$ cat src/rtl/move_cmd_gen.sv
// Button front end: sync + debounce per bit, direction auto-repeat FSM, one-deep command register.
// Command appears 3+DEBOUNCE_CYCLES edges after a clean press; events arriving while a command is pending are dropped.
module move_cmd_gen #(
  parameter int DEBOUNCE_CYCLES = 200000,
  parameter int REPEAT_DELAY    = 8,
  parameter int REPEAT_RATE     = 2
) (
  input  logic       clk,
  input  logic       rst,
  input  logic [4:0] btn_raw,
  input  logic       tick,
  output logic [3:0] cmd_dir,
  output logic       cmd_valid,
  input  logic       cmd_ready,
  output logic       respawn,
  output logic       cmd_drop
);

  localparam int DBW  = $clog2(DEBOUNCE_CYCLES + 1);
  localparam int TMAX = (REPEAT_DELAY > REPEAT_RATE) ? REPEAT_DELAY : REPEAT_RATE;
  localparam int TW   = $clog2(TMAX + 1);

  typedef enum logic [1:0] {IDLE, DELAY, REPEAT} state_t;

  logic [4:0]     sync1_q, sync2_q;
  logic [4:0]     db_q, db_d;
  logic [DBW-1:0] db_cnt_q [5];
  logic [DBW-1:0] db_cnt_d [5];
  logic           db0_prev_q;
  state_t         state_q, state_d;
  logic [TW-1:0]  tick_cnt_q, tick_cnt_d;
  logic [3:0]     held_dir_q, held_dir_d;
  logic [3:0]     cmd_dir_q, cmd_dir_d;
  logic           cmd_valid_q, cmd_valid_d;
  logic           respawn_q, respawn_d;
  logic           cmd_drop_q, cmd_drop_d;

  logic [3:0] dirs;
  logic       single_dir;
  logic       ev;
  logic       load;

  // A bit flips only after DEBOUNCE_CYCLES consecutive disagreeing samples.
  always_comb begin
    db_d = db_q;
    for (int i = 0; i < 5; i++) begin
      db_cnt_d[i] = '0;
      if (sync2_q[i] != db_q[i]) begin
        if (db_cnt_q[i] == DBW'(DEBOUNCE_CYCLES - 1)) begin
          db_d[i] = ~db_q[i];
        end else begin
          db_cnt_d[i] = db_cnt_q[i] + DBW'(1);
        end
      end
    end
  end

  assign dirs       = db_q[4:1];
  assign single_dir = $onehot(dirs);

  always_comb begin
    state_d    = state_q;
    tick_cnt_d = tick_cnt_q;
    held_dir_d = held_dir_q;
    ev         = 1'b0;
    case (state_q)
      IDLE: begin
        if (single_dir) begin
          state_d    = DELAY;
          held_dir_d = dirs;
          tick_cnt_d = '0;
          ev         = 1'b1;
        end
      end
      DELAY: begin
        if (dirs != held_dir_q) begin
          state_d = IDLE;
        end else if (tick) begin
          if (tick_cnt_q == TW'(REPEAT_DELAY - 1)) begin
            state_d    = REPEAT;
            tick_cnt_d = '0;
            ev         = 1'b1;
          end else begin
            tick_cnt_d = tick_cnt_q + TW'(1);
          end
        end
      end
      REPEAT: begin
        if (dirs != held_dir_q) begin
          state_d = IDLE;
        end else if (tick) begin
          if (tick_cnt_q == TW'(REPEAT_RATE - 1)) begin
            tick_cnt_d = '0;
            ev         = 1'b1;
          end else begin
            tick_cnt_d = tick_cnt_q + TW'(1);
          end
        end
      end
      default: state_d = IDLE;
    endcase
  end

  // An event loads only into an empty slot or one being accepted this cycle.
  always_comb begin
    load        = ev & (~cmd_valid_q | cmd_ready);
    cmd_valid_d = load | (cmd_valid_q & ~cmd_ready);
    cmd_dir_d   = load ? held_dir_d : cmd_dir_q;
    cmd_drop_d  = ev & ~load;
    respawn_d   = db_q[0] & ~db0_prev_q;
  end

  always_ff @(posedge clk or posedge rst) begin
    if (rst) begin
      sync1_q     <= '0;
      sync2_q     <= '0;
      db_q        <= '0;
      for (int i = 0; i < 5; i++) db_cnt_q[i] <= '0;
      db0_prev_q  <= 1'b0;
      state_q     <= IDLE;
      tick_cnt_q  <= '0;
      held_dir_q  <= '0;
      cmd_dir_q   <= '0;
      cmd_valid_q <= 1'b0;
      respawn_q   <= 1'b0;
      cmd_drop_q  <= 1'b0;
    end else begin
      sync1_q     <= btn_raw;
      sync2_q     <= sync1_q;
      db_q        <= db_d;
      for (int i = 0; i < 5; i++) db_cnt_q[i] <= db_cnt_d[i];
      db0_prev_q  <= db_q[0];
      state_q     <= state_d;
      tick_cnt_q  <= tick_cnt_d;
      held_dir_q  <= held_dir_d;
      cmd_dir_q   <= cmd_dir_d;
      cmd_valid_q <= cmd_valid_d;
      respawn_q   <= respawn_d;
      cmd_drop_q  <= cmd_drop_d;
    end
  end

  assign cmd_dir   = cmd_dir_q;
  assign cmd_valid = cmd_valid_q;
  assign respawn   = respawn_q;
  assign cmd_drop  = cmd_drop_q;

endmodule

$ cat config.mk
export PLATFORM = sky130hd
export DESIGN_NAME = move_cmd_gen
export DESIGN_NICKNAME = d
export VERILOG_FILES = /design/src/rtl/move_cmd_gen.sv
export SDC_FILE = /design/constraint.sdc
export NUM_CORES = 1
export LEC_CHECK = 0
export BUFFER_PORTS_ARGS = -buffer_cell sky130_fd_sc_hd__buf_2
export CORE_ASPECT_RATIO = 0.9
export CORE_UTILIZATION = 56
export DETAILED_ROUTE_END_ITERATION = 6
export PLACE_DENSITY = 0.73
export SYNTH_ARGS = -nofsm -noshare
export SYNTH_HDL_FRONTEND = slang
export SYNTH_SLANG_ARGS = --single-unit
$ cat constraint.sdc
create_clock -name clk -period 5.55 [get_ports clk]
set_input_delay 0.2775 -clock clk [delete_from_list [all_inputs] [get_ports clk]]
set_output_delay 0.2775 -clock clk [all_outputs]
set_load 0.02 [all_outputs]
==> results_dict.tcl, run 1 <==
set metrics [dict create \
    status "finished clean" \
    worstSetupStartpoint "db_q[1]$_DFFE_PP0P_" \
    most-common-layout-cells "sky130_fd_sc_hd__dfrtp_1 (123), sky130_fd_sc_hd__nor2_1 (74), sky130_fd_sc_hd__xor2_1 (37), sky130_fd_sc_hd__xnor2_1 (33), sky130_fd_sc_hd__nand3_1 (32)" \
    synthArstFlopShare 1.00 \
    initial_utilization 0.587 \
    holdWs_ns 0.168 \
    detail_route.iter0.violations 378 \
    place_ws_ns 2.36 \
    first_pass_iters 4 \
    critical_path.endpoint_type "register" \
    worst_clock_skew_ns 0.00769 \
    vdd.ir_drop.worst_v 0.000235 \
    detail_route.wirelength.met1_um 5510 \
    hpwlAfterDp_um 7440 \
    finalCritPeriodShare 0.573 \
    placement.cell_area_um2 6330 \
    groute.usage.overall 0.221 \
    critical_path.cell_chain "inv_1 > fa_1 > inv_1 > ha_1 > ha_1 > or3b_1 > nor2_1 > mux2_2 > mux2_2" \
    final-setup-viol-count 0 \
    worst_setup_hold_path_clk_slew_ns 0.06 \
    synthesis.area_um2 6140 \
    grt_pass1_vias 4335 \
    rows 35 \
    synth_sequential_area_ratio 0.501 \
    synthesis.instances 594 \
    max_cap_violations 0 \
    cp_num_buf_inv 2 \
    ioPinCount 16 \
    cp_slowest_cell "sky130_fd_sc_hd__fa_1" \
    power.density_cell_area_nw_per_um2 314 \
    cpLargestDelayFamily "adder cells" \
    final_cells 765 \
    initial_antenna_violation_count 0 \
    wirelength_um 11400 \
    avgViaCountPerCell 5.80 \
    worst-slew-pin-transition_ns 0.934 \
    period_minus_slack_ns 3.18 \
    cpPeakStageDelay_ns 0.54 \
    clock-root-buffer "sky130_fd_sc_hd__clkbuf_16" \
    grt_pass1_wl_um 20000 \
    routability_congestion 0.848 \
    ys.warnings.count 0 \
    min-delay-path-class "primary input to register" \
    power_mw 2.19 \
    hold_viol_final 0 \
    placed_cells 727 \
    synth-seq-cells 123 \
    count_of_port_buffers_added_during_placement 15 \
    die-width_um 112 \
    internal-power_mw 1.68 \
    synth_enable_flop_cells 0 \
    final.setup.worst_slack_ns 2.37 \
    htree_levels 4 \
    ctsLongestPathBuffers 2 \
    data_arrival_at_the_endpoint_of_the_critical_path_ns 3.47 \
    detailed_route_wirelength_on_metal2_um 5480 \
    fmax_mhz 314 \
    leakagePower_nw 2.99 \
    synthesis.nets 617 \
    layout_commonest_cell "sky130_fd_sc_hd__dfrtp_1" \
    vias 4439 \
    wire_per_inst_um 14.9 \
    finalMaxSlewViolations 0 \
    numClockSinks 123 \
    tritoncts.num_buffers 17 \
    syn_to_final_growth_pct 13.6 \
    slew-limit-headroom 0.377 \
    final_cell_area_um2 6980 \
    power_frac_clock 0.499 \
    antenna_cells 0 \
    cts_tree "done" \
    post_cts_resized 0 \
    sw_frac_of_total 0.235 \
    synth_ff_type "sky130_fd_sc_hd__dfrtp_1" \
    placeable_core_area_um2 10500 \
    min_from "cmd_ready" \
    critical_path_required_ns 5.84 \
    fp.dieH_um 101 \
    grt_start_max_net_pins 77 \
    met3RoutedLength_um 358 \
    drive_gt1_frac 0.126 \
    die_area_um2 11400 \
    grt_setup_unrepaired "false" \
    nNetsFinal 646 \
    drc 0 \
    regToRegStartpoint "db_q[1]$_DFFE_PP0P_" \
    critPathMaxFanout 7 \
    clk-insertion-delay-late_ns 0.40 \
    top_layer "met4" \
    fin_util 0.667 \
    globalRoute.totalOverflow 0 \
    start_kind "register" \
    synth.lib_cells_used.distinct 59 \
    fin_tns_setup_ns 0 \
    share_seq_of_total_power 0.438 \
    drt.antenna.violating_nets 0 \
    p_sw_mw 0.515 \
    post_synth.cell_area_avg_um2 10.3 \
    critPathKind "register to register" \
    power_frac_comb 0.063 \
]
synthesized netlist by cell type (5+ instances only):
library cell,number,area share
sky130_fd_sc_hd__nand4_1,28,0.029
sky130_fd_sc_hd__o31ai_1,10,0.012
sky130_fd_sc_hd__and4_1,5,0.0071
sky130_fd_sc_hd__buf_2,5,0.0041
sky130_fd_sc_hd__nor3_1,15,0.012
sky130_fd_sc_hd__o21ai_0,11,0.0090
sky130_fd_sc_hd__nor2_1,74,0.045
sky130_fd_sc_hd__nor4_1,19,0.019
sky130_fd_sc_hd__xnor2_1,33,0.047
sky130_fd_sc_hd__dfrtp_1,123,0.50
sky130_fd_sc_hd__mux2_2,15,0.027
sky130_fd_sc_hd__or4_1,12,0.015
sky130_fd_sc_hd__and3_1,11,0.011
sky130_fd_sc_hd__nand2_1,29,0.018
sky130_fd_sc_hd__inv_1,25,0.015
sky130_fd_sc_hd__nand3_1,32,0.026
sky130_fd_sc_hd__xor2_1,37,0.053
sky130_fd_sc_hd__a21oi_1,25,0.020
sky130_fd_sc_hd__ha_1,13,0.026
sky130_fd_sc_hd__and2_1,5,0.0051
sky130_fd_sc_hd__clkbuf_1,5,0.0031
sky130_fd_sc_hd__or3_1,10,0.010
cell type report:
class,count,area (um^2)
Timing Repair Buffer,23,150
Clock inverter,13,141
Clock buffer,19,453
Tap cell,129,161
Inverter,25,96.3
Sequential cell,123,3080
Fill cell,784,3480
Multi-Input combinational cell,433,2900
path summary, 6_finish.rpt:
kind	slack, ns	endpoint	cells after the start
max	2.37	cmd_dir[3]$_DFFE_PP0P_	9
min	0.17	cmd_drop$_DFF_PP0_	3
max reg2reg	2.37	cmd_dir[3]$_DFFE_PP0P_	9
min reg2reg	0.35	sync2_q[0]$_DFF_PP0_	0
max in group asynchronous	3.73	db_cnt_q[31]$_DFF_PP0_	4
min in group asynchronous	0.48	db_cnt_q[76]$_DFF_PP0_	3
worst reg2reg max path, delay by kind of cell, from the launching register on:
kind,cells,cell delay [ns]
adders and majority gates,3,0.97
and+or+nand+nor,2,0.86
buffers and inverters,2,0.13
DFF,1,0.43
muxes,2,0.67
cells by family after synthesis:
| kind of cell | synth area share |
|---|---|
| AO/OA/AOI/OAI | 0.0729 |
| buffers and inverters | 0.0267 |
| AND/OR/NAND/NOR | 0.243 |
| flip-flops | 0.501 |
| multiplexers | 0.0275 |
| XOR/XNOR | 0.0998 |
| adder cells (fa/ha/maj) | 0.0297 |
metal layers:
metal / up-vias / track usage
li1: 2197 / -
met1: 2171 / 0.293
met2: 62 / 0.364
met3: 9 / 0.0551
met4: 0 / 0.0646
met5: - / 0
power groups by stage:
stage	Clock [mW]	Sequential (mW)	Combinational, mW
4_1_cts	1.11	0.958	0.143
5_1_grt	1.15	0.963	0.161
3_5_place_dp	0	0.973	0.138
2_1_floorplan	0	0.966	0.109
3_3_place_gp	0	0.971	0.132
6_report	1.09	0.959	0.139
state kept, by name (all words and copies together) (netlist names):
name / flops
tick_cnt_q: 4
cmd_dir: 4
sync1_q: 5
respawn: 1
held_dir_q: 4
db0_prev_q: 1
state_q: 2
cmd_drop: 1
cmd_valid: 1
sync2_q: 5
db_q: 5
db_cnt_q: 90
timing repair:
item / 4_1_cts / 5_1_grt
endpoints found under the hold margin: 52 / 0
hold buffers: 6 / 0
setup buffers: 0 / 0
No activity file was read; power rests on OpenSTA's default activity.
==> inputs of run 2 (changes only) <==
- ABC_AREA: not set -> 1
- clock period: 5.55 -> 3.26 ns (I/O delays scaled with it)
==> results_dict.tcl, run 2 <==
set metrics [dict create \
    syn_to_final_growth_pct 14.7 \
    holdWs_ns 0.159 \
    cts_post_setup_buffers_inserted 0 \
    wire_per_inst_um 12.8 \
    placeable_core_area_um2 10900 \
    drc 0 \
    hpwlAfterDp_um 8670 \
    post-synth-top-count-cell "sky130_fd_sc_hd__nor2_1" \
    min-delay-path-class "primary input to register" \
    drt.antenna.violating_nets 0 \
    routability_congestion 0.857 \
    sw_frac_of_total 0.227 \
    fp.dieH_um 102 \
    grt_pass1_vias 4762 \
    layout_commonest_cell "sky130_fd_sc_hd__nor2_1" \
    critical_path.endpoint_type "register" \
    worst_clock_skew_ns 0.00694 \
    synth_top_cells_by_area "sky130_fd_sc_hd__dfrtp_1 (49%), sky130_fd_sc_hd__nor2_1 (8.6%), sky130_fd_sc_hd__nand2_1 (8.2%)" \
    finalCritPeriodShare 0.805 \
    hold_viol_final 0 \
    synthesis.instances 745 \
    wirelength_um 12100 \
    leakagePower_nw 3.32 \
    first_pass_iters 5 \
    fin_util 0.662 \
    cp_num_buf_inv 2 \
    tritoncts.num_buffers 17 \
    grt_setup_unrepaired "false" \
    cpLargestDelayFamily "adder cells" \
    ioPinCount 16 \
    final_cell_area_um2 7180 \
    ctsLongestPathBuffers 2 \
    final-setup-viol-count 0 \
    fmax_mhz 381 \
    start_kind "register" \
    synth.lib_cells_used.distinct 38 \
    critical_path.cell_chain "inv_2 > fa_1 > inv_1 > ha_1 > ha_1 > nor3b_1 > nand2_1 > o21ai_0 > nand4_1 > nand2_1" \
    power_frac_clock 0.494 \
    synthArstFlopShare 1.00 \
    synthesis.area_um2 6260 \
    synthesis.nets 768 \
    post_cts_resized 0 \
    fin_tns_setup_ns 0 \
    htree_levels 4 \
    synth_ff_type "sky130_fd_sc_hd__dfrtp_1" \
    numClockSinks 123 \
    critPathKind "register to register" \
    nNetsFinal 807 \
    synth_enable_flop_cells 0 \
    internal-power_mw 2.89 \
    fillcell_total 921 \
    yosys.area.top_type "sky130_fd_sc_hd__dfrtp_1" \
    drive_gt1_frac 0.0967 \
    die_area_um2 11600 \
    vias 4925 \
    synth_sequential_area_ratio 0.492 \
    antenna_cells 0 \
    number_of_buffers_inserted_for_hold_repair_after_clock_tree_synthesis 6 \
    p_sw_mw 0.850 \
    post_synth.cell_area_avg_um2 8.40 \
    grt_pass1_wl_um 21300 \
    worst_setup_hold_path_clk_slew_ns 0.05 \
    placement.cell_area_um2 6530 \
    finalMaxSlewViolations 0 \
    clk-insertion-delay-late_ns 0.42 \
    cpPeakStageDelay_ns 0.53 \
    initial_antenna_violation_count 0 \
    vdd.ir_drop.worst_v 0.000525 \
    flip_flop_count_of_the_largest_register_all_copies_and_words_added 90 \
    power_frac_comb 0.069 \
    avgViaCountPerCell 5.20 \
    rows 36 \
    synth-seq-cells 123 \
    largest-register "db_cnt_q" \
    ys.warnings.count 0 \
    slew-limit-headroom 0.371 \
    cp_slowest_cell "sky130_fd_sc_hd__fa_1" \
    critPathMaxFanout 9 \
    max_cap_violations 0 \
    die-width_um 113 \
    most-common-layout-cells "sky130_fd_sc_hd__nor2_1 (144), sky130_fd_sc_hd__nand2_1 (137), sky130_fd_sc_hd__dfrtp_1 (123), sky130_fd_sc_hd__inv_1 (86), sky130_fd_sc_hd__xor2_1 (41)" \
    share_seq_of_total_power 0.437 \
    netlist_top_cells_count "sky130_fd_sc_hd__nor2_1 (144), sky130_fd_sc_hd__nand2_1 (137), sky130_fd_sc_hd__dfrtp_1 (123)" \
    critical_path_required_ns 3.61 \
    initial_utilization 0.577 \
    data_arrival_at_the_endpoint_of_the_critical_path_ns 2.98 \
    status "finished clean" \
    detail_route.iter0.violations 262 \
    count_of_port_buffers_added_during_placement 15 \
    power.density_cell_area_nw_per_um2 521 \
    globalRoute.totalOverflow 0 \
    cts_tree "done" \
    clock-root-buffer "sky130_fd_sc_hd__clkbuf_16" \
    groute.usage.overall 0.237 \
    grt_start_max_net_pins 78 \
    yosysTopAreaCellShare 0.492 \
    worst-slew-pin-transition_ns 0.943 \
    power_mw 3.74 \
    period_minus_slack_ns 2.63 \
]
[run 2: metal layers]
layer | vias up | wire, um | track usage
met1 | 2342 | 5650 | 0.290
met3 | 21 | 525 | 0.0735
met2 | 92 | 5780 | 0.400
met5 | - | 0 | 0
met4 | 0 | 192 | 0.0891
li1 | 2470 | - | -
[run 2: power groups by stage]
stage	combinational, mW	clock (mW)	sequential [mW]
5_1_grt	0.300	1.95	1.64
6_report	0.258	1.85	1.64
4_1_cts	0.262	1.89	1.64
3_5_place_dp	0.256	0	1.66
2_1_floorplan	0.186	0	1.66
3_3_place_gp	0.243	0	1.66
[run 2: final timing paths]
kind,from,endpoint,slack [ns],cells after the start
worst min register to register,sync1_q[3]$_DFF_PP0_,sync2_q[3]$_DFF_PP0_,0.35,0
worst min-delay path,cmd_ready,cmd_drop$_DFF_PP0_,0.16,4
worst max-delay path,db_q[1]$_DFFE_PP0P_,cmd_dir[3]$_DFFE_PP0P_,0.63,10
worst max register to register,db_q[1]$_DFFE_PP0P_,cmd_dir[3]$_DFFE_PP0P_,0.63,10
max in group asynchronous,rst,db_cnt_q[10]$_DFF_PP0_,2.03,4
min in group asynchronous,rst,db_cnt_q[67]$_DFF_PP0_,0.47,4
[run 2: per-stage QoR]
step	cells	setup slack, ns
floorplan	745	0.953
global placement	911	0.774
detailed placement	911	0.683
CTS	948	0.680
global route	948	0.417
finish	948	0.635
[run 2: cells by family after synthesis]
logic type      count (synthesis)  synth area share
compound gates                 44            0.0410
buf+inv                        94            0.0566
flops                         123             0.492
fa+ha+maj                      14            0.0292
simple gates                  416             0.306
xor+xnor                       54            0.0755
[run 2: final cells by class]
| type | count | area [um^2] | area share |
|---|---|---|---|
| Clock buffer | 25 | 505 | 0.0704 |
| Clock inverter | 6 | 85.1 | 0.0118 |
| Inverter | 91 | 345 | 0.0481 |
| Multi-Input combinational cell | 528 | 2830 | 0.394 |
| Sequential cell | 123 | 3080 | 0.428 |
| Tap cell | 152 | 190 | 0.0265 |
| Timing Repair Buffer | 23 | 150 | 0.0209 |
[run 2: worst reg2reg max path: cells and delay by family, from the launching register on]
kind                     cells  cell delay, ns
AO/OA/AOI/OAI                1            0.38
buffers and inverters        2            0.11
AND/OR/NAND/NOR              4            0.71
adder cells (fa/ha/maj)      3            0.99
flip-flops                   1            0.38
